File: config.mk
export PLATFORM = sky130hd
export DESIGN_NAME = id_ex_pipe_reg
export DESIGN_NICKNAME = d
export VERILOG_FILES = /design/src/rtl/id_ex_pipe_reg.sv
export SDC_FILE = /design/constraint.sdc
export NUM_CORES = 1
export LEC_CHECK = 0
export ABC_CLOCK_PERIOD_IN_PS = 4500
export BUFFER_PORTS_ARGS = -buffer_cell sky130_fd_sc_hd__buf_2
export CORE_AREA = 2 2 156 158
export CTS_CLUSTER_DIAMETER = 60
export DETAILED_ROUTE_END_ITERATION = 7
export DIE_AREA = 0 0 158 160
export GPL_TIMING_DRIVEN = 0
export PLACE_DENSITY = 0.58
export SYNTH_ARGS = -nofsm -noshare
export SYNTH_HDL_FRONTEND = slang
export SYNTH_SLANG_ARGS = --single-unit
File: constraint.sdc
create_clock -name clk_i -period 4.5 [get_ports clk_i]
set_clock_uncertainty 0.05 [all_clocks]
set_input_delay 0.45 -clock clk_i [delete_from_list [all_inputs] [get_ports clk_i]]
set_output_delay 0.45 -clock clk_i [all_outputs]
set_load 0.01 [all_outputs]
File: src/rtl/id_ex_pipe_reg.sv
// rtl/id_ex_pipe_reg.sv - ID/EX pipeline register with stall, bubble insertion and bubble counter
module id_ex_pipe_reg #(
  parameter int DATA_W = 32,
  parameter int CNT_W  = 16
) (
  input  logic              clk_i,
  input  logic              rst_i,
  input  logic              stall_i,
  input  logic              flush_i,
  input  logic              valid_i,
  input  logic              RegWrite_i,
  input  logic              MemRead_i,
  input  logic              MemWrite_i,
  input  logic              Branch_i,
  input  logic              Jump_i,
  input  logic              ALUSrc_i,
  input  logic [1:0]        ALUOp_i,
  input  logic [1:0]        MemtoReg_i,
  input  logic [DATA_W-1:0] pc_i,
  input  logic [DATA_W-1:0] pc_plus4_i,
  input  logic [DATA_W-1:0] rs1_data_i,
  input  logic [DATA_W-1:0] rs2_data_i,
  input  logic [DATA_W-1:0] imm_i,
  input  logic [4:0]        rs1_i,
  input  logic [4:0]        rs2_i,
  input  logic [4:0]        rd_i,
  input  logic [3:0]        funct_i,
  output logic              valid_o,
  output logic              RegWrite_o,
  output logic              MemRead_o,
  output logic              MemWrite_o,
  output logic              Branch_o,
  output logic              Jump_o,
  output logic              ALUSrc_o,
  output logic [1:0]        ALUOp_o,
  output logic [1:0]        MemtoReg_o,
  output logic [DATA_W-1:0] pc_o,
  output logic [DATA_W-1:0] pc_plus4_o,
  output logic [DATA_W-1:0] rs1_data_o,
  output logic [DATA_W-1:0] rs2_data_o,
  output logic [DATA_W-1:0] imm_o,
  output logic [4:0]        rs1_o,
  output logic [4:0]        rs2_o,
  output logic [4:0]        rd_o,
  output logic [3:0]        funct_o,
  output logic [CNT_W-1:0]  bubble_cnt_o
);

  // Control bundle packed as {RegWrite, MemRead, MemWrite, Branch, Jump, ALUSrc, ALUOp, MemtoReg};
  // all-zero is the nop encoding, so a bubble just clears it.
  localparam int CTRL_W = 10;
  localparam logic [CNT_W-1:0] CNT_MAX = {CNT_W{1'b1}};

  logic [CTRL_W-1:0] ctrl_d, ctrl_q, ctrl_in;
  logic              valid_d, valid_q;
  logic [DATA_W-1:0] pc_d, pc_q;
  logic [DATA_W-1:0] pc_plus4_d, pc_plus4_q;
  logic [DATA_W-1:0] rs1_data_d, rs1_data_q;
  logic [DATA_W-1:0] rs2_data_d, rs2_data_q;
  logic [DATA_W-1:0] imm_d, imm_q;
  logic [4:0]        rs1_d, rs1_q;
  logic [4:0]        rs2_d, rs2_q;
  logic [4:0]        rd_d, rd_q;
  logic [3:0]        funct_d, funct_q;
  logic [CNT_W-1:0]  bubble_cnt_d, bubble_cnt_q;

  assign ctrl_in = {RegWrite_i, MemRead_i, MemWrite_i, Branch_i, Jump_i, ALUSrc_i, ALUOp_i, MemtoReg_i};

  // Next-state selection: flush beats stall beats normal load; default is hold.
  always_comb begin
    ctrl_d       = ctrl_q;
    valid_d      = valid_q;
    pc_d         = pc_q;
    pc_plus4_d   = pc_plus4_q;
    rs1_data_d   = rs1_data_q;
    rs2_data_d   = rs2_data_q;
    imm_d        = imm_q;
    rs1_d        = rs1_q;
    rs2_d        = rs2_q;
    rd_d         = rd_q;
    funct_d      = funct_q;
    bubble_cnt_d = bubble_cnt_q;

    if (flush_i || !stall_i) begin
      pc_d       = pc_i;
      pc_plus4_d = pc_plus4_i;
      rs1_data_d = rs1_data_i;
      rs2_data_d = rs2_data_i;
      imm_d      = imm_i;
      rs1_d      = rs1_i;
      rs2_d      = rs2_i;
      funct_d    = funct_i;
    end

    if (flush_i) begin
      // rd is zeroed so forwarding comparators can never match a bubble.
      ctrl_d  = '0;
      valid_d = 1'b0;
      rd_d    = '0;
      if (bubble_cnt_q != CNT_MAX) begin
        bubble_cnt_d = bubble_cnt_q + 1'b1;
      end
    end else if (!stall_i) begin
      ctrl_d  = ctrl_in;
      valid_d = valid_i;
      rd_d    = rd_i;
    end
  end

  // State register with synchronous reset to the nop / all-zero state.
  always_ff @(posedge clk_i) begin
    if (rst_i) begin
      ctrl_q       <= '0;
      valid_q      <= 1'b0;
      pc_q         <= '0;
      pc_plus4_q   <= '0;
      rs1_data_q   <= '0;
      rs2_data_q   <= '0;
      imm_q        <= '0;
      rs1_q        <= '0;
      rs2_q        <= '0;
      rd_q         <= '0;
      funct_q      <= '0;
      bubble_cnt_q <= '0;
    end else begin
      ctrl_q       <= ctrl_d;
      valid_q      <= valid_d;
      pc_q         <= pc_d;
      pc_plus4_q   <= pc_plus4_d;
      rs1_data_q   <= rs1_data_d;
      rs2_data_q   <= rs2_data_d;
      imm_q        <= imm_d;
      rs1_q        <= rs1_d;
      rs2_q        <= rs2_d;
      rd_q         <= rd_d;
      funct_q      <= funct_d;
      bubble_cnt_q <= bubble_cnt_d;
    end
  end

  assign {RegWrite_o, MemRead_o, MemWrite_o, Branch_o, Jump_o, ALUSrc_o, ALUOp_o, MemtoReg_o} = ctrl_q;
  assign valid_o      = valid_q;
  assign pc_o         = pc_q;
  assign pc_plus4_o   = pc_plus4_q;
  assign rs1_data_o   = rs1_data_q;
  assign rs2_data_o   = rs2_data_q;
  assign imm_o        = imm_q;
  assign rs1_o        = rs1_q;
  assign rs2_o        = rs2_q;
  assign rd_o         = rd_q;
  assign funct_o      = funct_q;
  assign bubble_cnt_o = bubble_cnt_q;

endmodule

==> results by group <==
Pwr
  – Clk pwr share: 43.5%
  – Tot Pwr: 4.37 mW
  – P_int: 3.28 mW
  – Pleak: 5.20 nW
  – Sequential power share: 45.4%
  – VDD IR max: 0.252 mV
  – Pwr Density: 414 nW/µm²
  – Comb pwr share: 11.2%
  – Sw power: 1.08 mW
  – Sw Ratio: 24.8%

Floorplan
  – Die Area: 25300 µm²
  – Die X: 158 µm
  – Num rows: 57
  – Initial core utilization: 31.0%
  – DIE HEIGHT: 160 µm
  – Ports: 400
  – Core ar.: 23800 µm²

Drt
  – Vias per inst: 4.51
  – DRC Markers: 0
  – Iteration count of the initial detailed-routing pass: 6
  – Remaining antenna violation count: 0
  – Vias: 7584
  – Total wire length: 25300 µm
  – Initial drt markers: 298
  – Wirelength per Cell: 15.0 µm

Synthesis
  – Leading post-synthesis cells by cell area: dfxtp_1 (56%), nand2_1 (18%), a21oi_1 (12%)
  – Mapped Nets: 1110
  – Top_reg_cell synth: dfxtp_1
  – Synth top area share: 55.9%
  – Synth unique cells: 34
  – Post-synth EDFFs: 0
  – Synthesized area per cell: 8.06 µm²
  – Synth cell count leaders: nand2_1 (356), dfxtp_1 (206), a21oi_1 (181)
  – Syn. warnings: 0
  – Mapped cell area: 7370 µm²
  – Register area share after synthesis: 55.9%
  – Synth Register Bits: 206
  – Async SR Flop Fraction: 0%
  – Top-count cell post-synth: nand2_1
  – Biggest area consumer among synthesized cells: dfxtp_1
  – Synthesized instance count: 915

Worst hold path
  – Hold WC Path Type: in2reg
  – Hold Crit Depth: 3

Global routing
  – Largest net degree at the start of global routing: 13
  – Vias in the first global route: 7052
  – GRT Total Usage: 18.5%
  – Initial antenna violation count: 1
  – First-pass GRT wire length: 37400 µm
  – Gr ovfl total: 0

Placement
  – Place WS: 2.10 ns
  – Port buffer count: 396
  – Placer Congestion: 0.797
  – Placed Cells incl. Taps: 1635
  – Hpwl dp: 19100 µm
  – Placed Area: 9760 µm²

STA
  – Fmax achieved: 474 MHz
  – Total Neg Setup Slack: 0 ns
  – Final Cycle Share: 46.9%
  – PnR worst setup slack: 2.39 ns
  – Endpoints failing hold: 0
  – Minimum clock period: 2.11 ns
  – Slew headroom: 41.5%
  – Final setup fails: 0
  – Final count of pins violating max slew: 0
  – Worst Tran Pin Value: 0.878 ns
  – RSZ-0062 raised after global routing: no

Worst setup path
  – Worst Path Required: 4.86 ns
  – CP Cell Sequence: ha_1, nand4_1, nor4_2, a21oi_1, a311oi_1
  – Crit Path Class: reg2reg
  – Critical Path Slowest Stage Cell: nor4_2
  – Worst R2R Path Depth: 5
  – Critical Path End Type: register
  – Arrival time worst endpoint: 2.47 ns
  – Setup crit start kind: register
  – CP Max Fanout: 7
  – Critical path's largest stage delay: 0.48 ns

Flow run
  – Max Cap Viol: 0

Finish
  – Nets: 1532
  – Final Non-Filler Cells: 1680
  – Fill count: 2519
  – Share of cells above drive strength 1: 33.4%
  – Area Growth Syn to Fin: 43.1%
  – Multi-input logic area: 2980 µm²
  – Final Instance Area: 10600 µm²
  – Register area: 4120 µm²

Clocking
  – Root Buffer: clkbuf_16
  – Worst-path clk slew: 0.06 ns
  – Clock buffer depth: 3
  – CTS Hold Bufs: 0
  – CTS tree: built
  – Clock Sink Count: 206
  – H-Tree Depth: 1
  – Total CTS buffers: 24
  – Post-CTS setup buffers: 0
  – Post-CTS Resized: 0
  – Clk Latency, worst-skew pair: 0.50 ns

Outcome
  – Status: finished clean
cell families after synthesis:
group,after synthesis,share of synthesized area [%]
AO/OA/AOI/OAI,196,13.9
flip-flops,206,55.9
adder cells (fa/ha/maj),1,0.170
buffers and inverters,68,3.68
AND/OR/NAND/NOR,419,22.8
multiplexers,25,3.51
power by group through the flow:
stage                     clock network, mW  registers (mW)  logic [mW]
after global routing                   2.03            1.99       0.541
after global placement                    0            2.02       0.493
after CTS                              1.96            1.98       0.496
final                                  1.90            1.98       0.487
after floorplan                           0            2.07       0.183
after detailed placement                  0            2.02       0.494
critical path: cells and delay by family, from the launching register on:
family,cells,cell delay [ns]
AO/OA/AOI/OAI,2,0.38
flip-flops,1,0.43
AND/OR/NAND/NOR,2,0.82
adder cells (fa/ha/maj),1,0.35
layout by cell type (no fill, tap or decap), types with 4 or more instances in the layout:
cell type,instances
nor2b_1,8
dfxtp_1,206
nand3_1,4
buf_2,409
clkbuf_16,25
clkbuf_1,52
mux2_1,7
nor2_1,31
buf_1,6
mux2i_1,18
a21oi_1,181
a211oi_1,6
clkbuf_8,8
nor3_1,4
nand2_1,356
metrics by stage:
step	util [%]	hold WS (ns)
after floorplan	-	0.426
after global placement	41.0	0.384
after detailed placement	41.0	0.390
after CTS	44.3	0.106
after global routing	44.3	0.111
final	44.3	0.130
metal layers:
layer / part of all wire, % / global-route usage [%] / vias to the layer above
met2: 49 / 33.2 / 283
met3: 9.4 / 5.56 / 35
met4: 2.2 / 5.24 / 0
li1: - / - / 3840
met5: 0 / 0 / -
met1: 40 / 21.2 / 3426
path summary, 6_finish.rpt:
path / to / slack, ns / start
worst max-delay path: bubble_cnt_o[12]$_SDFFE_PP0P_ / 2.39 / bubble_cnt_o[0]$_SDFFE_PP0P_
worst min-delay path: rd_o[1]$_SDFFE_PP0N_ / 0.13 / rd_i[1]
worst max register to register: bubble_cnt_o[12]$_SDFFE_PP0P_ / 2.39 / bubble_cnt_o[0]$_SDFFE_PP0P_
worst min register to register: pc_o[21]$_SDFFE_PP0P_ / 0.40 / pc_o[21]$_SDFFE_PP0P_
state kept, by name (all words and copies together) (netlist names), 5 cells and up:
register,count
pc_plus4_o,32
rs2_o,5
rs1_o,5
rs2_data_o,32
bubble_cnt_o,16
rd_o,5
imm_o,32
ctrl_q,10
pc_o,32
rs1_data_o,32
layout make-up:
type	count	share of cell area, %
inverters	3	0.107
clock inverters	5	0.320
well taps	324	3.84
clock buffers	39	7.18
repair buffers	396	18.8
diodes	1	0.0237
plain buffers	65	2.47
flip-flops and latches	206	39.1
multi-input cells	641	28.2
No activity file was read; power rests on OpenSTA's default activity.
